File: src/rtl/inta_sequencer_if.sv
// Signal bundle between the INTA sequencer, the 8259A-style PIC and the CPU core.
// The master side is the sequencer; the slave side is the PIC/CPU environment.
interface inta_sequencer_if;
   logic       INT;
   logic       int_enable;
   logic [7:0] D;
   logic       INTA;
   logic       vec_valid;
   logic [7:0] vector;
   logic       vec_ack;
   logic       busy;
   logic       spurious;

   modport master (
      input  INT, int_enable, D, vec_ack,
      output INTA, vec_valid, vector, busy, spurious
   );

   modport slave (
      output INT, int_enable, D, vec_ack,
      input  INTA, vec_valid, vector, busy, spurious
   );
endinterface

File: src/rtl/inta_sequencer.sv
// Interrupt-acknowledge initiator: issues two active-low INTA pulses to the PIC,
// captures the vector byte in pulse 2 and offers it to the CPU via valid/ack.
module inta_sequencer #(
   parameter int PULSE_W = 3,
   parameter int GAP_W   = 2
) (
   input  logic              clk,
   input  logic              reset,
   inta_sequencer_if.master  bus
);
   localparam logic [7:0] PULSE_LOAD = 8'(PULSE_W - 1);
   localparam logic [7:0] GAP_LOAD   = 8'(GAP_W - 1);

   typedef enum logic [2:0] {IDLE, ACK1_LOW, ACK1_GAP, ACK2_LOW, DONE} state_t;

   state_t     state_reg, state_next;
   logic [7:0] count_reg, count_next;
   logic [1:0] int_sync_reg;
   logic       int_s;
   logic       inta_reg, inta_next;
   logic [7:0] vector_reg, vector_next;
   logic       spurious_reg, spurious_next;
   logic       pending_reg, pending_next;

   assign int_s = int_sync_reg[1];

   always_ff @(posedge clk or posedge reset) begin
      if (reset) begin
         state_reg    <= IDLE;
         count_reg    <= '0;
         int_sync_reg <= '0;
         inta_reg     <= 1'b1;
         vector_reg   <= '0;
         spurious_reg <= 1'b0;
         pending_reg  <= 1'b0;
      end else begin
         state_reg    <= state_next;
         count_reg    <= count_next;
         int_sync_reg <= {int_sync_reg[0], bus.INT};
         inta_reg     <= inta_next;
         vector_reg   <= vector_next;
         spurious_reg <= spurious_next;
         pending_reg  <= pending_next;
      end
   end

   // Once out of IDLE the sequence runs to DONE regardless of INT/int_enable,
   // so the PIC never sees a lone first pulse.
   always_comb begin
      state_next    = state_reg;
      count_next    = count_reg;
      vector_next   = vector_reg;
      spurious_next = spurious_reg;
      pending_next  = pending_reg;
      case (state_reg)
         IDLE: begin
            if (int_s && bus.int_enable) begin
               state_next = ACK1_LOW;
               count_next = PULSE_LOAD;
            end
         end
         ACK1_LOW: begin
            if (count_reg == 8'd0) begin
               state_next = ACK1_GAP;
               count_next = GAP_LOAD;
            end else begin
               count_next = count_reg - 8'd1;
            end
         end
         ACK1_GAP: begin
            if (count_reg == 8'd0) begin
               pending_next = ~int_s;
               state_next   = ACK2_LOW;
               count_next   = PULSE_LOAD;
            end else begin
               count_next = count_reg - 8'd1;
            end
         end
         ACK2_LOW: begin
            if (count_reg == 8'd0) begin
               vector_next   = bus.D;
               spurious_next = pending_reg;
               state_next    = DONE;
            end else begin
               count_next = count_reg - 8'd1;
            end
         end
         DONE: begin
            if (bus.vec_ack) begin
               state_next = IDLE;
            end
         end
         default: state_next = IDLE;
      endcase
   end

   // INTA is registered from the next state so it changes on the same edge as the state.
   always_comb begin
      inta_next = ~((state_next == ACK1_LOW) || (state_next == ACK2_LOW));
   end

   assign bus.INTA      = inta_reg;
   assign bus.vec_valid = (state_reg == DONE);
   assign bus.vector    = vector_reg;
   assign bus.busy      = (state_reg != IDLE);
   assign bus.spurious  = spurious_reg;

   param_range_a: assert property (@(posedge clk)
      (PULSE_W >= 1) && (PULSE_W <= 255) && (GAP_W >= 1) && (GAP_W <= 255));
endmodule

File: src/flat_wrapper.sv
// flat-port wrapper written by rule: the top's interface ports become plain ports
module inta_sequencer_flat 
#(
   parameter int PULSE_W = 3,
   parameter int GAP_W   = 2
)
  (clk, reset, bus_INT, bus_int_enable, bus_D, bus_vec_ack, bus_INTA, bus_vec_valid, bus_vector, bus_busy, bus_spurious);
  inta_sequencer_if bus_i ();
  input  logic clk;
  input  logic reset;
  input wire logic [$bits(bus_i.INT)-1:0] bus_INT;
  input wire logic [$bits(bus_i.int_enable)-1:0] bus_int_enable;
  input wire logic [$bits(bus_i.D)-1:0] bus_D;
  input wire logic [$bits(bus_i.vec_ack)-1:0] bus_vec_ack;
  output wire logic [$bits(bus_i.INTA)-1:0] bus_INTA;
  output wire logic [$bits(bus_i.vec_valid)-1:0] bus_vec_valid;
  output wire logic [$bits(bus_i.vector)-1:0] bus_vector;
  output wire logic [$bits(bus_i.busy)-1:0] bus_busy;
  output wire logic [$bits(bus_i.spurious)-1:0] bus_spurious;
  assign bus_i.INT = bus_INT;
  assign bus_i.int_enable = bus_int_enable;
  assign bus_i.D = bus_D;
  assign bus_i.vec_ack = bus_vec_ack;
  assign bus_INTA = bus_i.INTA;
  assign bus_vec_valid = bus_i.vec_valid;
  assign bus_vector = bus_i.vector;
  assign bus_busy = bus_i.busy;
  assign bus_spurious = bus_i.spurious;
  inta_sequencer #(.PULSE_W(PULSE_W), .GAP_W(GAP_W)) u_core (.clk(clk), .reset(reset), .bus(bus_i));
endmodule
File: config.mk
export PLATFORM = sky130hd
export DESIGN_NAME = inta_sequencer_flat
export DESIGN_NICKNAME = d
export VERILOG_FILES = /design/src/rtl/inta_sequencer_if.sv /design/src/rtl/inta_sequencer.sv /design/src/flat_wrapper.sv
export SDC_FILE = /design/constraint.sdc
export NUM_CORES = 1
export LEC_CHECK = 0
export BUFFER_PORTS_ARGS = -buffer_cell sky130_fd_sc_hd__buf_2
export CAP_MARGIN = 10
export CORE_MARGIN = 1
export CORE_UTILIZATION = 56
export DETAILED_ROUTE_END_ITERATION = 8
export GPL_TIMING_DRIVEN = 0
export HOLD_SLACK_MARGIN = 0.12
export PLACE_DENSITY = 0.82
export SYNTH_ARGS = -nofsm -noshare
export SYNTH_HDL_FRONTEND = slang
export SYNTH_SLANG_ARGS = --single-unit
export TNS_END_PERCENT = 1
File: constraint.sdc
create_clock -name clk -period 3.3 [get_ports clk]
set_clock_uncertainty 0.2 [all_clocks]
set_input_delay 0.495 -clock clk [delete_from_list [all_inputs] [get_ports clk]]
set_output_delay 0.495 -clock clk [all_outputs]
set_load 0.005 [all_outputs]
==> results.py <==
metrics = {
    "placed_design": {
        "io_buffers": 24,
        "gp_congestion": 0.831,
        "dp_hpwl_um": 1600,
    },
    "cts": {
        "post_cts_resized": 0,
        "cts_tree": "built",
        "clock_latency_ps": 300,
        "h-tree-depth": 1,
        "clkTransAtPathRegs_ps": 120,
        "cts_hold_buf": 1,
        "clock_path_buffers": 2,
        "cts_buffers": 3,
        "cts_num_sinks": 24,
        "root_buffer": "clkbuf_4",
        "postCtsSetupRepairBufs": 0,
    },
    "yosys": {
        "synth_edf_count": 0,
        "yosys_warnings": 0,
        "async_flop_share_pct": 100,
        "synth_area_per_cell_sq_um": 10.9,
        "synth_seq_area_share_pct": 53.4,
        "ys_ff_latch": 24,
        "synthDistinctLibCells": 33,
        "syn-num-nets": 117,
        "netlist_area_sq_um": 1130,
        "yosys_most_used_dff": "dfrtp_1",
        "syn_inst": 103,
    },
    "pwr": {
        "p_comb_share_pct": 43.0,
        "p_seq_share_pct": 44.2,
        "p_leak_nw": 0.649,
        "power_report.internal_total_uw": 717,
        "clkPwrFrac_pct": 12.8,
        "power_density_nw_per_um2": 877,
        "ir_drop_v": 0.000684,
        "p_switching_uw": 445,
        "swShare_pct": 38.3,
        "p_total_mw": 1.16,
    },
    "timing": {
        "maxClockFrequency_mhz": 430,
        "tightest_slew_ps": 871,
        "hold_ws_ps": 147,
        "slew_headroom_pct": 41.9,
        "rsz0062_at_grt": "no",
        "hold_viol": 0,
        "slew_violations": 0,
        "final.setup.tns_ps": 0,
        "finalCritPeriodShare_pct": 70.5,
        "finalSetupViolations": 0,
        "period_minus_slack_ps": 2330,
    },
    "floorplanning": {
        "die_x_um": 46.9,
        "die_area_sq_um": 2200,
        "initial_core_util_pct": 62.6,
        "io_pins": 25,
        "core_sq_um": 1800,
        "dieHeight_um": 46.9,
        "rows": 15,
    },
    "layout": {
        "utilization_pct": 73.5,
        "drive_gt1_share_pct": 32.6,
        "register_area_sq_um": 602,
        "final_common_cell": "buf_2",
        "area_growth_pct": 17.5,
        "insertedDiodeCount": 0,
        "layout_common_cells": "25 x buf_2, 23 x dfrtp_1, 9 x mux2_2, 7 x nor2_1, 7 x inv_1",
        "multi_input_area_sq_um": 483,
        "fillers": 138,
        "final_nets": 147,
    },
    "routing": {
        "viasPerCell": 5.56,
        "routed_wl_um": 2190,
        "route.detailed.drc": 0,
        "vias": 873,
        "initialDrtViolationCount": 18,
        "routedWlPerCell_um": 13.9,
        "drtPass1Iterations": 4,
        "postRouteAntennaNets": 0,
    },
    "worst_setup_path": {
        "required_ps": 3330,
        "rrSetupSlack_ps": 970,
        "worstPathArrival_ps": 2360,
        "worstReg2RegStart": "u_core.count_reg[0]",
        "end_kind": "flip-flop",
        "crit_fanout": 9,
        "ff2ff_path_depth": 7,
        "reg2reg_to": "u_core.bus.INTA",
        "crit_type": "reg -> reg",
        "worstSetupStartpointType": "flip-flop",
    },
    "run": {
        "maxCapViolCount": 0,
    },
    "global_route": {
        "grtUsageTotal_pct": 23.9,
        "grt_pass1_wl_um": 3640,
        "grt-ovfl-total": 0,
        "grt_max_degree": 25,
        "antenna_found_initial": 0,
        "first_global_vias": 856,
    },
    "min_path": {
        "hold_path.class": "in -> async",
    },
    "outcome": {
        "outcome": "finished, final reports clean",
    },
}
[critical path, cell delays in order, from the launching register on]
cell and delay, ps:
dfrtp_1 410, inv_1 90, ha_1 230, nor4b_4 460
and2_0 220, buf_4 160, a21boi_1 100, or3b_1 380
[power groups by stage]
stage	Sequential (mW)	Clock [mW]	Combinational [mW]
after global placement	0.510	0	0.476
final	0.514	0.149	0.499
after detailed placement	0.521	0	0.493
after global routing	0.533	0.164	0.559
after floorplan	0.506	0	0.355
after CTS	0.515	0.157	0.499
[area by class of cell]
type / instances / share of cell area, %
Timing Repair Buffer: 25 / 9.82
Multi-Input combinational cell: 69 / 36.4
Inverter: 7 / 1.98
Sequential cell: 24 / 45.4
Buffer: 3 / 1.23
Tap cell: 25 / 2.36
Clock buffer: 4 / 2.74
[per-stage QoR]
| step | cell area, sq um | std cells | setup WS [ps] |
|---|---|---|---|
| after CTS | 1330 | 157 | 966 |
| after global placement | 1280 | 152 | 1110 |
| after global routing | 1330 | 157 | 854 |
| after detailed placement | 1280 | 152 | 1010 |
| final | 1330 | 157 | 974 |
| after floorplan | 1130 | 103 | 1300 |
[metal layers]
metal,part of all wire [%],track usage [%],up-vias
met5,0,0,-
met4,0.96,11.4,0
met3,4.8,2.69,2
met2,47,38.6,31
met1,47,32.3,409
li1,-,-,431
[worst max path at each step]
stage	from	to	slack, ps
2_1_floorplan	u_core.count_reg[0]	u_core.bus.INTA	1300
3_3_place_gp	u_core.count_reg[0]	u_core.bus.spurious	1110
3_5_place_dp	u_core.count_reg[0]	u_core.bus.INTA	1010
4_1_cts	u_core.count_reg[0]	u_core.bus.INTA	970
5_1_grt	u_core.count_reg[0]	u_core.bus.vector[1]	850
6_report	u_core.count_reg[0]	u_core.bus.INTA	970
[cell usage after synthesis, types with 2 or more instances]
cell type | number | share of area (%)
a21oi_1 | 6 | 2.7
or3_1 | 2 | 1.1
nor2_1 | 7 | 2.3
o21ai_0 | 4 | 1.8
mux2_2 | 9 | 9.0
o22ai_1 | 2 | 1.1
inv_1 | 7 | 2.3
o31ai_1 | 2 | 1.3
nand4_1 | 2 | 1.1
nand3_1 | 3 | 1.3
nand2_1 | 6 | 2.0
dfrtp_1 | 23 | 51
o21bai_1 | 2 | 1.3
o211ai_1 | 2 | 1.3
nor3_1 | 3 | 1.3
a31oi_1 | 6 | 3.3
[cells by family after synthesis]
family | Yosys count | share of synthesized area [%]
buffers and inverters | 10 | 3.77
xor gates and xnor gates | 1 | 0.777
DFF | 24 | 53.4
muxes | 10 | 9.88
adders and majority gates | 1 | 1.11
AOI/OAI and AO/OA | 28 | 15.9
and+or+nand+nor | 29 | 15.2
No activity file was read; power rests on OpenSTA's default activity.
